`src/rtl/fc_dim_sched_if.sv`:
```
// Handshake bundle for the fully-connected layer scheduler: host control,
// sparse dot-product engine launch/completion, and the result stream.
interface fc_dim_sched_if;
  logic               start;
  logic               relu_en;
  logic               abort;
  logic               busy;
  logic               done;
  logic               err;
  logic               eng_start;
  logic [6:0]         eng_row;
  logic               eng_done;
  logic signed [15:0] eng_result;
  logic               out_valid;
  logic               out_ready;
  logic signed [15:0] out_data;
  logic [6:0]         out_idx;

  // Host / engine / downstream side
  modport master (
    output start, relu_en, abort, eng_done, eng_result, out_ready,
    input  busy, done, err, eng_start, eng_row, out_valid, out_data, out_idx
  );

  // Scheduler side
  modport slave (
    input  start, relu_en, abort, eng_done, eng_result, out_ready,
    output busy, done, err, eng_start, eng_row, out_valid, out_data, out_idx
  );
endinterface

```
`src/rtl/fc_dim_sched.sv`:
```
// fc_dim_sched: walks the neurons of one fully-connected layer, launching the
// sparse dot-product engine once per neuron, applying optional ReLU, buffering
// the results, and then streaming them out in index order.
// A neuron whose engine never answers within TIMEOUT wait cycles is stored as
// zero and flags a sticky error.
module fc_dim_sched #(
  parameter int N_NEURONS = 10,
  parameter int TIMEOUT   = 255
) (
  input  logic          clk,
  input  logic          reset_n,
  fc_dim_sched_if.slave bus
);

  localparam int         IDX_W     = (N_NEURONS > 1) ? $clog2(N_NEURONS) : 1;
  localparam logic [6:0] LAST_IDX  = 7'(N_NEURONS - 1);
  localparam logic [7:0] WAIT_LAST = 8'(TIMEOUT - 1);

  typedef enum logic [2:0] {
    ST_IDLE  = 3'd0,
    ST_ISSUE = 3'd1,
    ST_WAIT  = 3'd2,
    ST_STORE = 3'd3,
    ST_DRAIN = 3'd4,
    ST_FIN   = 3'd5
  } state_t;

  state_t             state_r;
  state_t             state_s;
  logic [6:0]         n_r;
  logic [6:0]         n_s;
  logic [6:0]         r_r;
  logic [6:0]         r_s;
  logic [7:0]         wait_r;
  logic [7:0]         wait_s;
  logic signed [15:0] val_r;
  logic signed [15:0] val_s;
  logic               err_r;
  logic               err_s;
  logic               relu_r;
  logic               relu_s;
  logic               buf_we_s;
  logic signed [15:0] store_val_s;
  logic signed [15:0] out_data_s;
  logic [IDX_W-1:0]   wr_addr_s;
  logic [IDX_W-1:0]   rd_addr_s;

  // Result buffer: written only in STORE, never reset (content is always
  // rewritten before it is streamed).
  logic signed [15:0] res_buf_r [N_NEURONS];

  logic               busy_r;
  logic               done_r;
  logic               eng_start_r;
  logic               out_valid_r;
  logic signed [15:0] out_data_r;

  // Clamp negative values to zero when ReLU is enabled; full 16-bit width kept.
  function automatic logic signed [15:0] relu_fn(input logic en,
                                                 input logic signed [15:0] v);
    logic signed [15:0] res;
    if (en && v[15]) begin
      res = 16'sd0;
    end else begin
      res = v;
    end
    return res;
  endfunction

  assign store_val_s = relu_fn(relu_r, val_r);
  assign wr_addr_s   = n_r[IDX_W-1:0];
  assign rd_addr_s   = r_s[IDX_W-1:0];

  // Next-state logic: abort dominates every non-idle state, eng_done is only
  // heard in WAIT, and the wait counter bounds how long one neuron may stall.
  always_comb begin
    state_s  = state_r;
    n_s      = n_r;
    r_s      = r_r;
    wait_s   = wait_r;
    val_s    = val_r;
    err_s    = err_r;
    relu_s   = relu_r;
    buf_we_s = 1'b0;

    case (state_r)
      ST_IDLE: begin
        if (bus.abort) begin
          state_s = ST_IDLE;
        end else if (bus.start) begin
          state_s = ST_ISSUE;
          n_s     = 7'd0;
          err_s   = 1'b0;
          relu_s  = bus.relu_en;
        end else begin
          state_s = ST_IDLE;
        end
      end

      ST_ISSUE: begin
        if (bus.abort) begin
          state_s = ST_IDLE;
        end else begin
          state_s = ST_WAIT;
          wait_s  = 8'd0;
        end
      end

      ST_WAIT: begin
        if (bus.abort) begin
          state_s = ST_IDLE;
        end else if (bus.eng_done) begin
          val_s   = bus.eng_result;
          state_s = ST_STORE;
        end else if (wait_r == WAIT_LAST) begin
          // Engine gave up on: record zero and remember the timeout.
          err_s   = 1'b1;
          val_s   = 16'sd0;
          state_s = ST_STORE;
        end else begin
          wait_s  = wait_r + 8'd1;
        end
      end

      ST_STORE: begin
        if (bus.abort) begin
          state_s = ST_IDLE;
        end else begin
          buf_we_s = 1'b1;
          if (n_r == LAST_IDX) begin
            state_s = ST_DRAIN;
            r_s     = 7'd0;
          end else begin
            state_s = ST_ISSUE;
            n_s     = n_r + 7'd1;
          end
        end
      end

      ST_DRAIN: begin
        if (bus.abort) begin
          state_s = ST_IDLE;
        end else if (bus.out_ready) begin
          if (r_r == LAST_IDX) begin
            state_s = ST_FIN;
          end else begin
            r_s = r_r + 7'd1;
          end
        end else begin
          state_s = ST_DRAIN;
        end
      end

      ST_FIN: begin
        state_s = ST_IDLE;
      end

      default: begin
        state_s = ST_IDLE;
      end
    endcase
  end

  // Stream data for the next cycle; bypasses the buffer when the entry being
  // presented is the one written on this same edge (single-neuron layers).
  always_comb begin
    out_data_s = 16'sd0;
    if (state_s == ST_DRAIN) begin
      if (buf_we_s && (n_r == r_s)) begin
        out_data_s = store_val_s;
      end else begin
        out_data_s = res_buf_r[rd_addr_s];
      end
    end else begin
      out_data_s = 16'sd0;
    end
  end

  // Control state registers.
  always_ff @(posedge clk or negedge reset_n) begin
    if (!reset_n) begin
      state_r <= ST_IDLE;
      n_r     <= 7'd0;
      r_r     <= 7'd0;
      wait_r  <= 8'd0;
      val_r   <= 16'sd0;
      err_r   <= 1'b0;
      relu_r  <= 1'b0;
    end else begin
      state_r <= state_s;
      n_r     <= n_s;
      r_r     <= r_s;
      wait_r  <= wait_s;
      val_r   <= val_s;
      err_r   <= err_s;
      relu_r  <= relu_s;
    end
  end

  // Registered outputs decoded from the state being entered, so they line up
  // exactly with the state register.
  always_ff @(posedge clk or negedge reset_n) begin
    if (!reset_n) begin
      busy_r      <= 1'b0;
      done_r      <= 1'b0;
      eng_start_r <= 1'b0;
      out_valid_r <= 1'b0;
      out_data_r  <= 16'sd0;
    end else begin
      busy_r      <= (state_s != ST_IDLE);
      done_r      <= (state_s == ST_FIN);
      eng_start_r <= (state_s == ST_ISSUE);
      out_valid_r <= (state_s == ST_DRAIN);
      out_data_r  <= out_data_s;
    end
  end

  // Result buffer write port.
  always_ff @(posedge clk) begin
    if (buf_we_s) begin
      res_buf_r[wr_addr_s] <= store_val_s;
    end
  end

  assign bus.busy      = busy_r;
  assign bus.done      = done_r;
  assign bus.err       = err_r;
  assign bus.eng_start = eng_start_r;
  assign bus.eng_row   = n_r;
  assign bus.out_valid = out_valid_r;
  assign bus.out_data  = out_data_r;
  assign bus.out_idx   = r_r;

endmodule

```
`src/flat_wrapper.sv`:
```
// flat-port wrapper written by rule: the top's interface ports become plain ports
module fc_dim_sched_flat 
#(
  parameter int N_NEURONS = 10,
  parameter int TIMEOUT   = 255
)
  (clk, reset_n, bus_start, bus_relu_en, bus_abort, bus_eng_done, bus_eng_result, bus_out_ready, bus_busy, bus_done, bus_err, bus_eng_start, bus_eng_row, bus_out_valid, bus_out_data, bus_out_idx);
  fc_dim_sched_if bus_i ();
  input  logic clk;
  input  logic reset_n;
  input wire logic [$bits(bus_i.start)-1:0] bus_start;
  input wire logic [$bits(bus_i.relu_en)-1:0] bus_relu_en;
  input wire logic [$bits(bus_i.abort)-1:0] bus_abort;
  input wire logic [$bits(bus_i.eng_done)-1:0] bus_eng_done;
  input wire logic [$bits(bus_i.eng_result)-1:0] bus_eng_result;
  input wire logic [$bits(bus_i.out_ready)-1:0] bus_out_ready;
  output wire logic [$bits(bus_i.busy)-1:0] bus_busy;
  output wire logic [$bits(bus_i.done)-1:0] bus_done;
  output wire logic [$bits(bus_i.err)-1:0] bus_err;
  output wire logic [$bits(bus_i.eng_start)-1:0] bus_eng_start;
  output wire logic [$bits(bus_i.eng_row)-1:0] bus_eng_row;
  output wire logic [$bits(bus_i.out_valid)-1:0] bus_out_valid;
  output wire logic [$bits(bus_i.out_data)-1:0] bus_out_data;
  output wire logic [$bits(bus_i.out_idx)-1:0] bus_out_idx;
  assign bus_i.start = bus_start;
  assign bus_i.relu_en = bus_relu_en;
  assign bus_i.abort = bus_abort;
  assign bus_i.eng_done = bus_eng_done;
  assign bus_i.eng_result = bus_eng_result;
  assign bus_i.out_ready = bus_out_ready;
  assign bus_busy = bus_i.busy;
  assign bus_done = bus_i.done;
  assign bus_err = bus_i.err;
  assign bus_eng_start = bus_i.eng_start;
  assign bus_eng_row = bus_i.eng_row;
  assign bus_out_valid = bus_i.out_valid;
  assign bus_out_data = bus_i.out_data;
  assign bus_out_idx = bus_i.out_idx;
  fc_dim_sched #(.N_NEURONS(N_NEURONS), .TIMEOUT(TIMEOUT)) u_core (.clk(clk), .reset_n(reset_n), .bus(bus_i));
endmodule
```
`config.mk`:
```
export PLATFORM = sky130hd
export DESIGN_NAME = fc_dim_sched_flat
export DESIGN_NICKNAME = d
export VERILOG_FILES = /design/src/rtl/fc_dim_sched_if.sv /design/src/rtl/fc_dim_sched.sv /design/src/flat_wrapper.sv
export SDC_FILE = /design/constraint.sdc
export NUM_CORES = 1
export LEC_CHECK = 0
export ABC_AREA = 1
export BUFFER_PORTS_ARGS = -buffer_cell sky130_fd_sc_hd__buf_2
export CAP_MARGIN = 40
export CORE_ASPECT_RATIO = 0.6
export CORE_MARGIN = 1
export CORE_UTILIZATION = 65
export CTS_BUF_LIST = sky130_fd_sc_hd__clkbuf_16
export CTS_CLUSTER_DIAMETER = 100
export DETAILED_ROUTE_END_ITERATION = 8
export PLACE_DENSITY = 0.84
export SYNTH_ARGS = -nofsm -noshare
export SYNTH_HDL_FRONTEND = slang
export SYNTH_SLANG_ARGS = --single-unit
export TNS_END_PERCENT = 30
```
`constraint.sdc`:
```
create_clock -name clk -period 7.4 [get_ports clk]
set_input_delay 0.37 -clock clk [delete_from_list [all_inputs] [get_ports clk]]
set_output_delay 0.37 -clock clk [all_outputs]
set_load 0.02 [all_outputs]
```
== Word-level counts from Yosys, hierarchy flattened ==
Memories as Yosys holds them, arrays and structs flattened.
Cells that the tools add are included.

* RAM bits: 160
* Bits in latches: 0
* Output and inout port bits: 35
* Bits of input ports: 23
* Memories kept: 1
* Register bits after elaboration: 63
* Memory bits (read-only): 0
* Logic and storage cells: 93

{| class="wikitable"
|+ Memory list
! memory !! words !! width !! read ports !! clocked after memory_dff !! write ports !! line !! text
|-
| u_core.res_buf_r || 10 || 16 || 1 || 0 || 1 || fc_dim_sched.sv:50 || <nowiki>logic signed [15:0] res_buf_r [N_NEURONS];</nowiki>
|}

* Div/mod/pow operators: 0
* Multiplexer cells: 43
* Equality and inequality tests: 20
* Add/sub/neg operators: 3
* Shift operators: 0
* Multipliers: 0
* Reduce and logical (&&, ||, !) cells: 13
* Bitwise operators: 1
* Order comparisons: 0

{| class="wikitable"
|+ Operators with widths
! kind !! count
|-
| 16-bit 2-to-1 mux || 5
|-
| 7-bit 2-to-1 mux || 9
|-
| 8-bit 2-to-1 mux || 4
|-
| 7-bit case mux with 2 select lines || 2
|-
| 3-bit 2-to-1 mux || 9
|-
| 2-bit inequality test, second input constant || 8
|-
| 8-bit case mux with 2 select lines || 1
|-
| 3-bit case mux with 5 select lines || 1
|-
| 7-bit by 1-bit adder with 7-bit output, second input constant || 2
|-
| 7-bit by 4-bit == test with 1-bit output, second input constant || 2
|-
| 1-bit 2-to-1 mux || 10
|-
| 5-bit AND reduction || 2
|-
| 3-bit == test, second input constant || 3
|-
| 8-bit by 1-bit adder with 8-bit output, second input constant || 1
|-
| 8-bit == test, second input constant || 1
|-
| 2-bit nonzero test || 4
|-
| 7-bit == test || 1
|-
| 3-bit by 1-bit == test with 1-bit output, second input constant || 2
|-
| 3-bit by 2-bit == test with 1-bit output, second input constant || 2
|-
| 3-bit AND reduction || 2
|-
| 6-bit AND reduction || 1
|-
| 3-bit logical NOT || 1
|-
| 3-bit nonzero test || 1
|-
| 1-bit logical AND || 2
|-
| other kinds (4) || 4
|}

== Logic depth before layout (Yosys ltp) ==
* Depth after elaboration: 9
* Gate-level depth with buffers: 18
* Gate-level depth less buffers: 17

== Worst setup path after synthesis ==
Ideal clock, no wire load.

* Path kind: reg-to-reg
* From: register u_core.state_r[0]
* To: memory u_core.res_buf_r[0][0], enable pin
* Data required time: 6.991 ns
* Period minus slack after synthesis: 2.454 ns
* Setup time: 0.409 ns
* Stages on the path, launching flop included: 6
* Slack: 4.946 ns
* Path buffers: 1
* Arrival time: 2.045 ns
* Cells stage by stage: dfrtp_1 nand2_1 nor2_2 nand2_1 clkbuf_1 nor3_1

* Longest elaborated chain between the ends: 4

{| class="wikitable"
|+ RTL lines
! element !! line !! text
|-
| start, declared || fc_dim_sched.sv:28 || <nowiki>state_t state_r;</nowiki>
|-
| start signal, assigned || fc_dim_sched.sv:190 || <nowiki>state_r <= state_s;</nowiki>
|-
| 3-bit by 2-bit == test with 1-bit output || fc_dim_sched.sv:86 || <nowiki>case (state_r)</nowiki>
|-
| 1-bit 2-to-1 mux || fc_dim_sched.sv:86 ||
|-
| 1-bit 2-to-1 mux || fc_dim_sched.sv:220 || <nowiki>if (buf_we_s) begin</nowiki>
|-
| 1-bit 2-to-1 mux (not written as such) || fc_dim_sched.sv:221 || <nowiki>res_buf_r[wr_addr_s] <= store_val_s;</nowiki>
|-
| end, declared || fc_dim_sched.sv:50 ||
|}

Every way passes these cells.

== Worst setup path in the final report ==
* From: register u_core.n_r[1], in the netlist u_core.bus.eng_row[1]
* To: register u_core.out_data_r[15], in the netlist u_core.bus.out_data[15]

* Longest elaborated chain between the ends: 8
* Elaborated cells between the ends (all ways): 13
* Those cells by class: eq/ne (3); mux (8); reduce/logical (1); memory (1)

{| class="wikitable"
|+ RTL lines
! element !! line !! text
|-
| start, declared || fc_dim_sched.sv:30 || <nowiki>logic [6:0] n_r;</nowiki>
|-
| start signal, assigned || fc_dim_sched.sv:191 || <nowiki>n_r <= n_s;</nowiki>
|-
| branches (longest 7 deep; another with memory 10 x 16 bit) || -- ||
|-
| 16-bit 2-to-1 mux (*) || fc_dim_sched.sv:168 || <nowiki>if (state_s == ST_DRAIN) begin</nowiki>
|-
| via u_core.out_data_s[15] || fc_dim_sched.sv:44 || <nowiki>logic signed [15:0] out_data_s;</nowiki>
|-
| end signal, assigned || fc_dim_sched.sv:214 || <nowiki>out_data_r <= out_data_s;</nowiki>
|-
| end, declared || fc_dim_sched.sv:56 || <nowiki>logic signed [15:0] out_data_r;</nowiki>
|}

Mark *: on every way through the listed nets, which the timed path passes.
A chain may end at the register's enable or synchronous reset.

==> flow_summary.ini <==
[status]
status = finished clean

[global_routing]
grt_pass1_wl_mm = 37.1
gr-usage-all-layers_pct = 31.4
grt_pass1_vias = 6624
grt_overflow_total = 0
grt_antenna_before_repair = 0
grt_start_max_net_pins = 70

[detailed_routing]
wire_per_inst_um = 19.9
viasPerCell = 6.04
totalWireLength_mm = 23.7
ant_nets = 0
drc = 0
first_pass_iters = 5
vias = 7196
drtIter0Drc = 1204

[job]
cap_violations = 0

[timing]
tightest_slew_ns = 0.964
rsz0062_at_grt = no
final_max_slew_viol_count = 0
fin_crit_sh_pct = 54.0
max_slew_margin_pct = 35.5
fmax_mhz = 250
finalSetupViolCount = 0
final_hold_viol_count = 0
finalCriticalPeriod_ns = 4.00
final.setup.tns_ns = 0
clock_skew_ns = 0.0145

[cts]
clkSinkCount = 223
cts_max_level = 1
cts_tree = yes
hold_buffers = 0
root_buffer = clkbuf_16
cts_resized = 0
cts_made_buffers = 21
clk_latency_ns = 0.51
postCtsSetupRepairBufs = 0
clk_pin_slew_ns = 0.07
ctsLongestPathBuffers = 3

[critical_path]
cp_cell_sequence = inv_1 > ha_1 > nand3_1 > nor2_1 > nand2_4 > nand3_2 > buf_4 > nand2_2 > buf_4 > nand2_1 > nand3_2 > inv_2 > nand3_1 > nor2_2 > nand2_2 > a21oi_1
crit_arrival_ns = 4.40
worstSetupStartpointType = register
reg2reg_slack_ns = 3.40
r2r_start = u_core.bus.eng_row[1]$_DFFE_PN0P_
required_ns = 7.80
path_class = register to register
crit_buf_inv = 4
crit_end = u_core.bus.out_data[15]$_DFF_PN0_
worstSetupPathDepth = 16
cp_max_fo = 69
crit_path_max_incr_delay_ns = 0.57
r2r_cells = 16
crit_start = u_core.bus.eng_row[1]$_DFFE_PN0P_
cp-end-kind = register
timing.rr.end = u_core.bus.out_data[15]$_DFF_PN0_
slowest_stage = buf_4
critPathTopFamily = simple AND/OR/NAND/NOR gates

[layout]
n_antenna_cell = 0
seq_area_um2 = 6380
nets = 1010
fillers = 952
fin_cells = 1192
utilization_pct = 75.4
area_delta_synth_final_pct = 12.4
multi_input_area_um2 = 2990
mostFrequentLayoutCells = nand3_1, nand2_1, edfxtp_1
drive_above_1_share_pct = 16.7
final_common_cell = nand3_1

[yosys]
ys_types = 35
syn-num-nets = 958
synth-seq-cells = 223
syn_inst = 927
ys_warn_count = 0
ys_seq_area_share_pct = 65.0
synth_area_um2 = 9820
avgSynthCellArea_um2 = 10.6

[placement]
dp_hpwl_mm = 15.2
gp_congestion = 0.917
dp_cells = 1154
io_buffer_count = 57

[power]
p_leak_nw = 4.63
p_per_area_nw_per_um2 = 270
ir_drop_mv = 0.196

[floorplanning]
die_w_um = 161
io_pins = 58
rows = 34
start_util_pct = 67.1
placeableCoreArea_um2 = 14600
die_y_um = 97.2
dieArea_um2 = 15600

[hold_path]
hold_path_class = input pin to async pin
## routing by layer
layer / vias up / track usage [%] / routed length (µm)
met1: 3387 / 48.3 / 9800
met4: 0 / 6.89 / 424
met3: 42 / 10.8 / 3570
li1: 3288 / - / -
met5: - / 0 / 0
met2: 479 / 43.0 / 9880
## per-stage QoR
stage                     instance area, µm²  hold slack, ns  setup WS (ns)  power (mW)
final                                  11000          0.0393           3.40        2.98
after floorplan                         9820          0.0744           4.95        1.78
after global placement                 10300           0.503           3.78        1.91
after CTS                              11000          0.0666           3.47        2.97
after detailed placement               10400           0.506           3.64        1.94
after global routing                   11000          0.0861           3.05        3.07
## flip-flops by register name (all words and copies together), names as in the netlist
register	flops
u_core.res_buf_r	160
u_core.wait_r	8
u_core.bus.eng_row	7
u_core.val_r	16
u_core.bus.eng_start	1
u_core.bus.busy	1
u_core.state_r	3
u_core.bus.out_data	16
u_core.bus.done	1
u_core.bus.err	1
u_core.bus.out_idx	7
u_core.relu_r	1
u_core.bus.out_valid	1
## cell families (layout without fill, tap and decap cells)
kind of cell               after synthesis  count (layout)  share of synthesized area [%]
AOI/OAI and AO/OA                       58              58                           3.44
buffers and inverters                  123             190                           5.52
and+or+nand+nor                        513             513                           24.9
DFF                                    223             223                           65.0
xor gates and xnor gates                 2               2                          0.178
adders and majority gates                8               8                           1.02
## Yosys cell counts
cell / count / share of area [%]
and3_1: 1 / 0.064
edfxtp_1: 160 / 49
nand2_4: 6 / 0.69
nor2_4: 4 / 0.46
inv_1: 69 / 2.6
nand3_2: 7 / 0.71
nor3b_1: 1 / 0.076
buf_6: 2 / 0.23
inv_4: 1 / 0.064
clkbuf_1: 11 / 0.42
o211ai_1: 1 / 0.076
o21a_1: 1 / 0.076
nor2_2: 4 / 0.25
buf_1: 1 / 0.038
dfrtp_1: 63 / 16
buf_4: 10 / 0.76
nand2_2: 9 / 0.57
a21oi_1: 20 / 1.0
nor2_8: 1 / 0.20
o22ai_1: 1 / 0.064
nand4_1: 4 / 0.25
clkinv_1: 2 / 0.076
nor4_1: 1 / 0.064
xor2_1: 2 / 0.18
nor3_1: 17 / 0.87
buf_2: 20 / 1.0
nand4_2: 1 / 0.13
nor2_1: 49 / 1.9
nand2_1: 176 / 6.7
nand3_1: 227 / 12
o21ai_0: 24 / 1.2
ha_1: 8 / 1.0
inv_2: 7 / 0.27
nand3b_1: 5 / 0.38
a21oi_2: 11 / 0.98
## worst min-delay path by stage
| stage | end | slack (ns) | cells after the start |
|---|---|---|---|
| 2_1_floorplan | u_core.bus.busy$_DFF_PN0_ | 0.07 | 0 |
| 3_3_place_gp | u_core.bus.err$_DFFE_PN0P_ | 0.50 | 2 |
| 3_5_place_dp | u_core.bus.err$_DFFE_PN0P_ | 0.51 | 2 |
| 4_1_cts | u_core.bus.out_data[4]$_DFF_PN0_ | 0.07 | 2 |
| 5_1_grt | u_core.relu_r$_DFFE_PN0P_ | 0.09 | 3 |
| 6_report | u_core.bus.out_idx[5]$_DFF_PN0_ | 0.04 | 2 |
## area by class of cell
cell class	instances	share of cell area, %
clock buffer	21	4.76
sequential	223	57.8
multi-input combinational	581	27.1
timing repair buffer	73	4.19
inverter	79	2.71
tap	198	2.24
clock inverter	17	1.20
## report_power, final
part           switching [mW]  leakage (nW)  internal [mW]  total, mW
Sequential             0.0352          2.30           1.52       1.56
Combinational           0.308          1.98         0.0706      0.378
Clock                   0.454         0.348          0.589       1.04
No activity file was read; power rests on OpenSTA's default activity.
